### config.mk
export PLATFORM = sky130hd
export DESIGN_NAME = gate_tt_sequencer
export DESIGN_NICKNAME = d
export VERILOG_FILES = /design/src/rtl/gate_tt_pkg.sv /design/src/rtl/settle_timer.sv /design/src/rtl/gate_tt_sequencer.sv
export SDC_FILE = /design/constraint.sdc
export NUM_CORES = 1
export LEC_CHECK = 0
export ABC_AREA = 1
export BUFFER_PORTS_ARGS = -buffer_cell sky130_fd_sc_hd__buf_2
export CAP_MARGIN = 20
export CORE_MARGIN = 2
export CORE_UTILIZATION = 55
export DETAILED_ROUTE_END_ITERATION = 10
export GPL_TIMING_DRIVEN = 0
export PLACE_DENSITY = 0.77
export SLEW_MARGIN = 15
export SYNTH_ARGS = -nofsm -noshare
export SYNTH_HDL_FRONTEND = slang
export SYNTH_SLANG_ARGS = --single-unit
### constraint.sdc
create_clock -name clk -period 3.5 [get_ports clk]
set_clock_uncertainty 0.15 [all_clocks]
set_input_delay 0.525 -clock clk [delete_from_list [all_inputs] [get_ports clk]]
set_output_delay 0.525 -clock clk [all_outputs]
set_load 0.03 [all_outputs]
### src/rtl/gate_tt_pkg.sv
// Shared types and widths for the two-input gate truth-table sequencer.
package gate_tt_pkg;
  localparam int TT_W  = 4;
  localparam int IDX_W = 2;
  localparam int CNT_W = 4;

  typedef enum logic [1:0] {
    S_IDLE   = 2'd0,
    S_SETTLE = 2'd1,
    S_SAMPLE = 2'd2,
    S_FINISH = 2'd3
  } state_e;
endpackage

### src/rtl/settle_timer.sv
// Loadable down-counter that times the settle window of each input vector.
module settle_timer
  import gate_tt_pkg::*;
(
  input  logic             clk,
  input  logic             rst,
  input  logic             load,
  input  logic             dec,
  input  logic [CNT_W-1:0] load_val,
  output logic             zero
);
  logic [CNT_W-1:0] cnt_q;

  always_ff @(posedge clk or posedge rst) begin
    if (rst)                       cnt_q <= '0;
    else if (load)                 cnt_q <= load_val;
    else if (dec && cnt_q != '0)   cnt_q <= cnt_q - 1'b1;
  end

  assign zero = (cnt_q == '0);
endmodule

### src/rtl/gate_tt_sequencer.sv
// Walks {b,a} through 00..11, samples the gate output after a settle window
// and compares the captured truth table against a latched expected table.
module gate_tt_sequencer
  import gate_tt_pkg::*;
#(
  parameter int SETTLE = 2
) (
  input  logic            clk,
  input  logic            rst,
  input  logic            start,
  input  logic [TT_W-1:0] expected,
  output logic            gate_a,
  output logic            gate_b,
  input  logic            gate_y,
  output logic            busy,
  output logic            done,
  output logic            pass,
  output logic [TT_W-1:0] tt,
  output logic [IDX_W-1:0] fail_idx,
  output logic [2:0]      mism_cnt
);
  state_e           state_q, state_d;
  logic [IDX_W-1:0] idx_q, idx_d;
  logic [TT_W-1:0]  exp_q, exp_d;
  logic [TT_W-1:0]  tt_q, tt_d;
  logic             pass_q, pass_d;
  logic [IDX_W-1:0] fidx_q, fidx_d;
  logic [2:0]       mism_q, mism_d;

  logic             t_load, t_dec, t_zero;
  logic [TT_W-1:0]  tt_smp, diff;
  logic [IDX_W-1:0] fidx_c;
  logic [2:0]       mism_c;
  logic             vec_act;

  settle_timer u_timer (
    .clk      (clk),
    .rst      (rst),
    .load     (t_load),
    .dec      (t_dec),
    .load_val (CNT_W'(SETTLE - 1)),
    .zero     (t_zero)
  );

  // Results are evaluated on the table as it will look after the current
  // sample, so they are registered in time for the FINISH cycle.
  always_comb begin
    tt_smp         = tt_q;
    tt_smp[idx_q]  = gate_y;
    diff           = tt_smp ^ exp_q;
    mism_c         = '0;
    fidx_c         = '0;
    for (int i = 0; i < TT_W; i++) mism_c = mism_c + 3'(diff[i]);
    for (int i = TT_W - 1; i >= 0; i--) if (diff[i]) fidx_c = IDX_W'(i);
  end

  always_comb begin
    state_d = state_q;
    idx_d   = idx_q;
    exp_d   = exp_q;
    tt_d    = tt_q;
    pass_d  = pass_q;
    fidx_d  = fidx_q;
    mism_d  = mism_q;
    t_load  = 1'b0;
    t_dec   = 1'b0;
    case (state_q)
      S_IDLE: if (start) begin
        exp_d   = expected;
        tt_d    = '0;
        pass_d  = 1'b0;
        fidx_d  = '0;
        mism_d  = '0;
        idx_d   = '0;
        t_load  = 1'b1;
        state_d = S_SETTLE;
      end
      S_SETTLE: begin
        if (t_zero) state_d = S_SAMPLE;
        else        t_dec   = 1'b1;
      end
      S_SAMPLE: begin
        tt_d = tt_smp;
        if (idx_q == IDX_W'(TT_W - 1)) begin
          pass_d  = (diff == '0);
          fidx_d  = fidx_c;
          mism_d  = mism_c;
          state_d = S_FINISH;
        end else begin
          idx_d   = idx_q + 1'b1;
          t_load  = 1'b1;
          state_d = S_SETTLE;
        end
      end
      S_FINISH: begin
        idx_d   = '0;
        state_d = S_IDLE;
      end
      default: state_d = S_IDLE;
    endcase
  end

  always_ff @(posedge clk or posedge rst) begin
    if (rst) begin
      state_q <= S_IDLE;
      idx_q   <= '0;
      exp_q   <= '0;
      tt_q    <= '0;
      pass_q  <= 1'b0;
      fidx_q  <= '0;
      mism_q  <= '0;
    end else begin
      state_q <= state_d;
      idx_q   <= idx_d;
      exp_q   <= exp_d;
      tt_q    <= tt_d;
      pass_q  <= pass_d;
      fidx_q  <= fidx_d;
      mism_q  <= mism_d;
    end
  end

  assign vec_act  = (state_q == S_SETTLE) || (state_q == S_SAMPLE);
  assign gate_a   = vec_act & idx_q[0];
  assign gate_b   = vec_act & idx_q[1];
  assign busy     = (state_q != S_IDLE);
  assign done     = (state_q == S_FINISH);
  assign pass     = pass_q;
  assign tt       = tt_q;
  assign fail_idx = fidx_q;
  assign mism_cnt = mism_q;
endmodule
=== Word level (Yosys, flattened, before mapping) ===
Cells that the tools add are included.
Widths: inputs -> output; s select.

* Bits of input ports: 8
* Register bits: 22

* Multiplexer cells: 31
* $lt $le $gt $ge: 2
* Bitwise logic cells: 3
* $add $sub $neg: 5
* Eq/ne operators: 8
* Reductions and logical operators: 16

{| class="wikitable"
|+ Operators with widths
! cell !! count
|-
| $mux 2 || 10
|-
| $mux 4 || 3
|-
| $logic_not 4->1 || 2
|-
| $ne 2x2->1 const B || 4
|-
| $pmux 2 s4 || 1
|-
| $pmux 4 s2 || 1
|-
| $mux 1 || 7
|-
| $eq 2x2->1 const B || 3
|-
| $mux 3 || 2
|-
| $pmux 2 s3 || 1
|-
| $pmux 3 s2 || 1
|-
| $reduce_and 2->1 || 3
|-
| $reduce_and 3->1 || 2
|-
| $reduce_bool 2->1 || 3
|-
| $bwmux 4 || 1
|-
| $pmux 1 s2 || 2
|-
| $pmux 2 s2 || 1
|-
| $reduce_bool 4->1 || 1
|-
| $sub 4x1->4 const B || 1
|-
| $xor 4x4->4 || 1
|-
| $add 2x1->3 || 1
|-
| $add 3x1->3 || 1
|-
| $lt 2x3->1 const B || 1
|-
| $reduce_bool 3->1 || 1
|-
| other kinds (9) || 11
|}

=== Longest topological paths before layout ===
Gate-level depths: netlist of the first run.

* Depth after elaboration: 12
* Mapped depth: 12
* Gate-level depth less buffers: 12

=== Hierarchy ===
From an unflattened synthesis of the first run, not the netlist that was laid out.

* Cell total of the unflattened synthesis: 201
* Area, all modules: 1498.9 um^2

{| class="wikitable"
|+ Modules (own cells, without submodules)
! module !! area an instance (um^2) !! sequential area each (um^2) !! times used !! cells an instance
|-
| gate_tt_sequencer || 1199.9 || 450.4 || 1 || 154
|-
| settle_timer || 299.0 || 100.1 || 1 || 47
|}

=== Worst setup path after synthesis of the first run ===
OpenSTA, ideal clock, no wires.

* Path type: register -> register
* From: register idx_q[0]
* To: register mism_q[1] (netlist: mism_cnt[1])
* Arrival: 2095 ps
* Clock period less this slack: 2366 ps
* Cell stages (with the launch flop): 13
* Setup time: 121 ps
* Path slack: 1134 ps
* Data required time: 3229 ps
* Cells stage by stage: dfrtp_1 inv_1 ha_1 inv_1 nand2_1 nand2_1 nand2_1 nand2_1 ha_1 xor2_1 ha_1 ha_1 a22o_1

* Word-level cells in the longest chain between the ends: 11
* Elaborated cells on any way between the ends: 15
* Classes of those cells: add/sub (3); order compare (2); eq/ne (2); mux (5); bitwise (1); reduce/logical (2)

{| class="wikitable"
|+ Ends and longest elaborated chain
! item !! RTL line !! RTL
|-
| from (decl) || gate_tt_sequencer.sv:23 || <nowiki>logic [IDX_W-1:0] idx_q, idx_d;</nowiki>
|-
| from (signal assigned) || gate_tt_sequencer.sv:114 || <nowiki>idx_q <= idx_d;</nowiki>
|-
| $lt 2x3->1 (implied by the code) / $ge 2x1->1 (equally long branches) || gate_tt_sequencer.sv:49 || <nowiki>tt_smp[idx_q] = gate_y;</nowiki>
|-
| $logic_and 1x1->1 (implied by the code) || gate_tt_sequencer.sv:49 ||
|-
| $mux 1 (implied by the code) || gate_tt_sequencer.sv:49 ||
|-
| $demux 1 s2 || gate_tt_sequencer.sv:49 ||
|-
| $bwmux 4 || gate_tt_sequencer.sv:49 ||
|-
| $xor 4x4->4 || gate_tt_sequencer.sv:50 || <nowiki>diff = tt_smp ^ exp_q;</nowiki>
|-
| $add 1x1->2 || gate_tt_sequencer.sv:53 || <nowiki>for (int i = 0; i < TT_W; i++) mism_c = mism_c + 3'(diff[i]);</nowiki>
|-
| $add 2x1->3 || gate_tt_sequencer.sv:53 ||
|-
| $add 3x1->3 || gate_tt_sequencer.sv:53 ||
|-
| $mux 3 || gate_tt_sequencer.sv:84 || <nowiki>if (idx_q == IDX_W'(TT_W - 1)) begin</nowiki>
|-
| $pmux 3 s2 || gate_tt_sequencer.sv:67 || <nowiki>case (state_q)</nowiki>
|-
| to (signal assigned) || gate_tt_sequencer.sv:119 || <nowiki>mism_q <= mism_d;</nowiki>
|-
| to (decl) || gate_tt_sequencer.sv:28 || <nowiki>logic [2:0] mism_q, mism_d;</nowiki>
|}

Several ways; a longest one is shown, not always the timed one. The select of a mux whose other input is x is not followed.
A chain may end at the register's enable or synchronous reset.

=== Worst setup path after layout of the first run ===
Ends and elaborated chain as after synthesis.

==> results.cfg, run 1 <==
[run_status]
status = complete, no violations

[placed_design]
dp_cells = 231
io_buffers = 21
gp_congestion = 0.823
dp_hpwl_mm = 2.26

[sta]
maxSlewHeadroom = 0.445
worst_pin_slew_ns = 0.831
fin_crit_sh = 0.749
rsz0062_at_grt = false
slew_violations = 0
final.setup.tns_ns = 0
hold_viol = 0
fmax_ghz = 0.382
setup_viol = 0
fin_hold_ws_ns = 0.211
min_period_ns = 2.62

[pwr]
p_leak_nw = 0.906
p_per_area_nw_per_um2 = 827
power_mw = 1.30
ir_worst_vdd_mv = 0.527

[synthesis]
synth.distinct_cells = 22
synthArstFlopShare = 1.00
synth_fp_nets = 203
ys_ff_latch = 22
syn_area_um2 = 1410
synth-edff-count = 0
yosys_warnings = 0
synth_top_flop_cell = dfrtp_1
yosysTopAreaCellShare = 0.390
synth_top_area_cell = dfrtp_1
synth_seq_area_share = 0.390
netlist_top_cells_area = dfrtp_1 (39%), nand2_1 (14%), ha_1 (13%)
netlist_instances = 180
syn-mean-instance-area_um2 = 7.85

[clocking]
clkLatencyLatePin_ns = 0.30
htree_levels = 1
cts_tree = done
cts_made_buffers = 3
path_clk_slew_ns = 0.12
post_cts_buffers = 0
cts_buffer_depth = 2
ctsResizeCount = 0
ctsHoldBuffers = 0
clkSinkCount = 22
ctsRootBufferMaster = clkbuf_4

[routing]
drt-vias-per-instance = 5.15
first_iter_violations = 28
firstDrtPassIters = 4
post-route-drc-count = 0
vias = 1204
antenna_left = 0
drt-total-wl_mm = 2.89
routedWlPerCell_um = 12.4

[die]
initial_core_util = 0.575
ios = 22
placementRows = 18
core_um2 = 2450
die_h_um = 54.7
fp.dieArea_um2 = 2990
die-width_um = 54.7

[setup_path]
critPathTopFamily = adder cells
path_buf_inv = 2
worstSetupPathType = reg -> reg
worstPathCellList = inv_1, ha_1, inv_1, nand2_1, nand2_1, nand2_1, nand2_1, ha_1, xor2_1, ha_1, ha_1, a22o_1
cp-start-kind = flip-flop
crit_slowest_cell = dfrtp_1
path_max_fanout = 4
required_ns = 3.56
endpoint_kind = flip-flop
arrival_ns = 2.68
max_stage_delay_ns = 0.44

[final_layout]
fillCellCount = 229
nNetsFinal = 229
syn2layout_area_growth_pct = 11.7
regArea_um2 = 551
drive_above_1_share = 0.196
final_common_cell = nand2_1
fin_cells = 234
antenna_cells_inserted = 0
final_util = 0.643
multiInputGateArea_um2 = 723
layout_common_cells = nand2_1 (53), inv_1 (31), dfrtp_1 (22)

[global_routing]
grt_pass1_vias = 1216
grt_pass1_wl_mm = 4.80
gr-total-overflow = 0
antenna_found_initial = 0
grt_start_max_net_pins = 23
grt_use_total = 0.224

[run]
maxCapViolations = 0

[hold_path]
hp-class = in -> async
[per-stage QoR]
step / area [um^2] / worst slack [ns]
floorplan: 1410 / 1.13
global placement: 1560 / 1.01
detailed placement: 1560 / 0.912
CTS: 1580 / 0.893
global route: 1580 / 0.762
finish: 1580 / 0.879
[where the power goes]
group          internal, mW  leakage (nW)  switching, mW
clock                0.0402        0.0138         0.0756
combinational         0.282         0.607          0.520
sequential            0.330         0.285         0.0567
[path summary, 6_finish.rpt]
check                                              from  slack [ns]                      end  cells after the start
worst max-delay path               idx_q[0]$_DFFE_PP0P_        0.88  mism_cnt[1]$_DFFE_PP0P_                     12
worst min-delay path                                rst        0.21  fail_idx[1]$_DFFE_PP0P_                      2
worst max register to register     idx_q[0]$_DFFE_PP0P_        0.88  mism_cnt[1]$_DFFE_PP0P_                     12
worst min register to register  fail_idx[1]$_DFFE_PP0P_        0.34  fail_idx[1]$_DFFE_PP0P_                      2
max in group asynchronous                           rst        2.47   state_q[0]$_DFFE_PP0P_                      2
min in group clk                            expected[3]        0.32     exp_q[3]$_DFFE_PP0P_                      3
[synthesized netlist by cell type (2+ instances only)]
cell	number
a22o_1	3
nor2_1	7
nand2_1	53
inv_1	31
o21ai_1	2
nor2_4	4
o21ai_0	8
nand2_2	5
nand3_1	13
a21oi_1	5
inv_2	3
dfrtp_1	22
ha_1	15
[layer usage]
layer / vias to the layer above / routed length (um) / track usage
met5: - / 0 / 0
met3: 10 / 66 / 0.0301
li1: 606 / - / -
met4: 0 / 74 / 0.108
met2: 24 / 1480 / 0.419
met1: 564 / 1280 / 0.243
[cell families after synthesis]
kind of cell / Yosys count / share of synthesized area
adders and majority gates: 15 / 0.133
AOI/OAI and AO/OA: 20 / 0.0833
and+or+nand+nor: 87 / 0.290
DFF: 22 / 0.390
buffers and inverters: 35 / 0.0983
xor gates and xnor gates: 1 / 0.00620
[worst register-to-register path: stages (launching register included)]
cell,delay (ns)
dfrtp_1,0.44
inv_1,0.14
ha_1,0.21
inv_1,0.05
nand2_1,0.07
nand2_1,0.08
nand2_1,0.08
nand2_1,0.12
ha_1,0.35
xor2_1,0.17
ha_1,0.20
ha_1,0.26
a22o_1,0.20
[state kept, by name (all words and copies together) (netlist names)]
register,count
tt,4
fail_idx,2
pass,1
mism_cnt,3
state_q,2
u_timer.cnt_q,4
exp_q,4
idx_q,2
[layout make-up]
class | instances | area share
flip-flops and latches | 22 | 0.349
repair buffers | 21 | 0.0666
inverters | 34 | 0.0809
plain buffers | 1 | 0.00714
multi-input cells | 123 | 0.458
well taps | 30 | 0.0238
clock buffers | 3 | 0.0143
(Power assumes the default switching activity.)
==> run 2: changes to the inputs <==
==> constraint.sdc (replaced) <==
create_clock -name clk -period 2.7 [get_ports clk]
set_clock_uncertainty 0.15 [all_clocks]
set_input_delay 0.405 -clock clk [delete_from_list [all_inputs] [get_ports clk]]
set_output_delay 0.405 -clock clk [all_outputs]
set_load 0.03 [all_outputs]
==> results.cfg, run 2 (same netlist as run 1, synthesis figures left out) <==
[run_status]
status = complete, no violations

[final_layout]
antenna_cells_inserted = 0
layout_common_cells = nand2_1 (53), inv_1 (30), dfrtp_1 (22)
final_common_cell = nand2_1
syn2layout_area_growth_pct = 11.7
post-route-cell-area_um2 = 1580
drive_above_1_share = 0.201
nNetsFinal = 229

[die]
die-width_um = 54.7
fp.dieArea_um2 = 2990
placementRows = 18
core_um2 = 2450
initial_core_util = 0.575
ios = 22
die_h_um = 54.7

[global_routing]
grt_pass1_wl_mm = 4.80
gr-total-overflow = 0
antenna_found_initial = 0
grt_pass1_vias = 1216
grt_use_total = 0.224
grt_start_max_net_pins = 23

[placed_design]
io_buffers = 21
dp_hpwl_mm = 2.26
dp_slack_ns = 0.112
place_area_um2 = 1560
gp_congestion = 0.823

[routing]
firstDrtPassIters = 4
routedWlPerCell_um = 12.3
drt-total-wl_mm = 2.88
vias = 1208
routed-wl-met2_mm = 1.47
first_iter_violations = 29
antenna_left = 0
wl_met3_um = 79
top_layer_used = met4
drt-vias-per-instance = 5.16
post-route-drc-count = 0
met1_length_mm = 1.26

[setup_path]
crit_slowest_cell = dfrtp_1
worstSetupPathType = reg -> reg
required_ns = 2.76
arrival_ns = 2.64
worstPathCellList = inv_1, ha_1, inv_1, nand2_1, nand2_1, nand2_1, nand2_1, ha_1, xor2_1, ha_1, ha_1, a22o_1
max_stage_delay_ns = 0.43
endpoint_kind = flip-flop
path_max_fanout = 4
cp-start-kind = flip-flop

[pwr]
p_leak_nw = 0.906
p_per_area_nw_per_um2 = 1070
ir_worst_vdd_mv = 0.682

[clocking]
cts_buffer_depth = 2
cts_made_buffers = 3
clkLatencyLatePin_ns = 0.30
post_cts_buffers = 0
ctsResizeCount = 0
ctsRootBufferMaster = clkbuf_4
ctsHoldBuffers = 0
htree_levels = 1
path_clk_slew_ns = 0.12
clkSinkCount = 22
cts_tree = done

[sta]
setup_viol = 0
maxSlewHeadroom = 0.446
layout_setup_ws_ns = 0.118
min_period_ns = 2.58
final.setup.tns_ns = 0
fmax_ghz = 0.387
worst_pin_slew_ns = 0.831
rsz0062_at_grt = false
fin_crit_sh = 0.956
hold_viol = 0
slew_violations = 0

[hold_path]
hp-class = in -> async

[run]
maxCapViolations = 0
## run 2: metal layers
| metal | vias to the layer above | track usage |
|---|---|---|
| li1 | 606 | - |
| met2 | 28 | 0.419 |
| met1 | 566 | 0.243 |
| met4 | 0 | 0.108 |
| met5 | - | 0 |
| met3 | 8 | 0.0301 |
## run 2: layout make-up
cell class                      instances  area [um^2]
Tap cell                               30         37.5
Clock buffer                            3         22.5
Fill cell                             229          877
Buffer                                  1         11.3
Sequential cell                        22          551
Timing Repair Buffer                   21          105
Multi-Input combinational cell        123          723
Inverter                               34          128
## run 2: critical path: cells and delay by family (launching register included)
family / cells / cell delay [ns]
compound gates: 1 / 0.20
flops: 1 / 0.43
simple gates: 4 / 0.35
buf+inv: 2 / 0.16
xor+xnor: 1 / 0.17
fa+ha+maj: 4 / 1.01
## run 2: stage by stage
step           power, mW  hold WS [ns]  utilization  instances
2_1_floorplan       1.31         0.244            -        180
3_3_place_gp        1.48         0.307        0.634        231
4_1_cts             1.70         0.116        0.643        234
6_report            1.69        0.0912        0.643        234
5_1_grt             1.88         0.183        0.643        234
3_5_place_dp        1.54         0.311        0.634        231
## run 2: worst paths after layout
check,slack (ns),end,start,depth (start not counted)
min,0.09,fail_idx[1]$_DFFE_PP0P_,rst,2
max in group asynchronous,1.79,state_q[0]$_DFFE_PP0P_,rst,2
min in group clk,0.20,exp_q[3]$_DFFE_PP0P_,expected[3],3
max reg2reg,0.12,mism_cnt[1]$_DFFE_PP0P_,idx_q[1]$_DFFE_PP0P_,12
min reg2reg,0.34,fail_idx[1]$_DFFE_PP0P_,fail_idx[1]$_DFFE_PP0P_,2
max,0.12,mism_cnt[1]$_DFFE_PP0P_,idx_q[1]$_DFFE_PP0P_,12
## run 2: power breakdown
part	switching, mW	leakage [nW]	internal [mW]	total (mW)
Combinational	0.674	0.607	0.366	1.04
Clock	0.0973	0.0138	0.0520	0.149
Sequential	0.0741	0.285	0.428	0.502
Total	0.845	0.906	0.846	1.69
==> run 3: changes to the inputs <==
--- a/config.mk
+++ b/config.mk
@@ -12,8 +12,9 @@
 export CORE_UTILIZATION = 55
 export DETAILED_ROUTE_END_ITERATION = 10
 export GPL_TIMING_DRIVEN = 0
-export PLACE_DENSITY = 0.77
+export PLACE_DENSITY = 0.76
 export SLEW_MARGIN = 15
 export SYNTH_ARGS = -nofsm -noshare
 export SYNTH_HDL_FRONTEND = slang
+export SYNTH_HIERARCHICAL = 1
 export SYNTH_SLANG_ARGS = --single-unit
==> results.cfg, run 3 <==
[clocking]
clkLatencyLatePin_ns = 0.31
clkSinkCount = 22
cts_tree = done
path_clk_slew_ns = 0.13
ctsRootBufferMaster = clkbuf_4
cts_made_buffers = 3
cts_buffer_depth = 2
htree_levels = 1

[global_routing]
antenna_found_initial = 0
gr-total-overflow = 0
grt_pass1_wl_mm = 5.20
grt_start_max_net_pins = 19
grt_use_total = 0.208
grt_pass1_vias = 1236

[pwr]
seq_power_share = 0.278
p_clk_frac = 0.100
p_per_area_nw_per_um2 = 1080
power_frac_comb = 0.621
p_leak_nw = 1.02
p_int_mw = 0.914
ir_worst_vdd_mv = 0.629
switching_share = 0.500
power_mw = 1.83
switchingPower_mw = 0.915

[sta]
rsz0062_at_grt = false
worst_pin_slew_ns = 0.729
layout_setup_ws_ns = 0.185
fin_crit_sh = 0.932
fmax_ghz = 0.398
slew_violations = 0
final.setup.tns_ns = 0
maxSlewHeadroom = 0.514
hold_viol = 0
setup_viol = 0
min_period_ns = 2.52

[final_layout]
drive_above_1_share = 0.214
syn2layout_area_growth_pct = 13.1
layout_common_cells = nand2_1 (64), inv_1 (32), dfrtp_1 (22)
antenna_cells_inserted = 0
final_util = 0.672
final_common_cell = nand2_1
nNetsFinal = 252

[synthesis]
synth.distinct_cells = 24
synthArstFlopShare = 1.00
syn_area_um2 = 1500
yosysTopAreaCellShare = 0.367
yosys_warnings = 6
synth-edff-count = 0
ys_ff_latch = 22
synth.most_common_cell = nand2_1
synth_seq_area_share = 0.367
syn-mean-instance-area_um2 = 7.46
synth_top_area_cell = dfrtp_1
ys_top_cells_by_count = nand2_1 (64), inv_1 (32), dfrtp_1 (22), ha_1 (14), nand3_1 (13)
netlist_top_cells_area = dfrtp_1 (37%), nand2_1 (16%), ha_1 (12%)
netlist_instances = 201
synth_top_flop_cell = dfrtp_1

[die]
core_um2 = 2520
placementRows = 18
fp.dieArea_um2 = 3160
die-width_um = 56.2
ios = 22
initial_core_util = 0.594
die_h_um = 56.2

[run_status]
status = complete, no violations

[routing]
antenna_left = 0
wl_met3_um = 69
post-route-drc-count = 0
first_iter_violations = 34
routed-wl-met2_mm = 1.51
drt-vias-per-instance = 4.89
firstDrtPassIters = 4
top_layer_used = met4
drt-total-wl_mm = 2.96
met1_length_mm = 1.33
routedWlPerCell_um = 11.4
vias = 1267

[setup_path]
cp-start-kind = flip-flop
r2r_cells = 12
arrival_ns = 2.57
cp-endpoint = mism_cnt[1]$_DFFE_PP0P_
setup.worst_path.start = idx_q[0]$_DFFE_PP0P_
regToRegStartpoint = idx_q[0]$_DFFE_PP0P_
crit_slowest_cell = dfrtp_1
endpoint_kind = flip-flop
worstPathCellList = inv_1, ha_1, inv_1, nand2_1, nand3_1, nand2_1, xnor2_1, inv_1, ha_1, ha_1, ha_1, a22o_1
worstSetupPathType = reg -> reg
r2r_slack_ns = 0.18
path_max_fanout = 5
max_stage_delay_ns = 0.44
cpMostUsedCell = ha_1
rr_endpoint = mism_cnt[1]$_DFFE_PP0P_
required_ns = 2.76

[hold_path]
hp-class = in -> reg

[placed_design]
gp_congestion = 0.868
dp_hpwl_mm = 2.34
io_buffers = 21
dp_slack_ns = 0.193

[run]
maxCapViolations = 0
run 3: cell count changes after synthesis, sizes merged, moves of 2 or more:
cell / delta
inv: +3
conb: +2
nand2: +14
nor2: +3
run 3: area by class of cell:
type / count / area (um^2)
plain buffers: 1 / 11.3
clock buffers: 4 / 36.3
fillers: 215 / 827
inverters: 38 / 143
multi-input cells: 142 / 802
flip-flops and latches: 22 / 551
well taps: 30 / 37.5
repair buffers: 22 / 115
run 3: metal layers:
layer,global-route usage,vias up
li1,-,670
met1,0.253,572
met2,0.368,19
met3,0.0209,6
met4,0.0952,0
met5,0,-
run 3: per-stage QoR:
step                      std cells  area, um^2  hold WS, ns
after floorplan                 203        1510       0.0211
after global placement          254        1650        0.150
after detailed placement        254        1650        0.155
after CTS                       259        1700        0.174
after global routing            259        1700        0.183
final                           259        1700        0.180
run 3: worst min path at each step:
stage	startpoint	to	slack, ns	depth (start not counted)
after floorplan	rst	u_timer/cnt_q[0]$_DFFE_PP0P_	0.02	1
after global placement	rst	u_timer/cnt_q[1]$_DFFE_PP0P_	0.15	2
after detailed placement	rst	u_timer/cnt_q[1]$_DFFE_PP0P_	0.15	2
after CTS	expected[0]	exp_q[0]$_DFFE_PP0P_	0.17	3
after global routing	expected[1]	exp_q[1]$_DFFE_PP0P_	0.18	3
final	expected[0]	exp_q[0]$_DFFE_PP0P_	0.18	3
run 3: power by group through the flow:
stage               Clock (mW)  Sequential, mW  Combinational (mW)
detailed placement           0           0.519                1.13
global route             0.203           0.526                1.32
floorplan                    0           0.527               0.898
CTS                      0.191           0.510                1.14
finish                   0.184           0.509                1.14
global placement             0           0.510                1.10
run 3: critical path, delay by kind of cell, from the launching register on:
kind / cells / cell delay (ns)
and+or+nand+nor: 3 / 0.27
buffers and inverters: 3 / 0.24
adders and majority gates: 4 / 0.95
xor gates and xnor gates: 1 / 0.17
DFF: 1 / 0.44
AOI/OAI and AO/OA: 1 / 0.21
run 3: repair_timing:
item,CTS,global route
buffers inserted,0,0
hold endpoints to repair,4,0
hold buffers,1,0
gates resized for setup,0,0
run 3: cell families after synthesis:
kind of cell / synth area share
AOI/OAI and AO/OA: 0.0826
other: 0.00501
DFF: 0.367
adders and majority gates: 0.117
xor gates and xnor gates: 0.00584
buffers and inverters: 0.103
and+or+nand+nor: 0.320
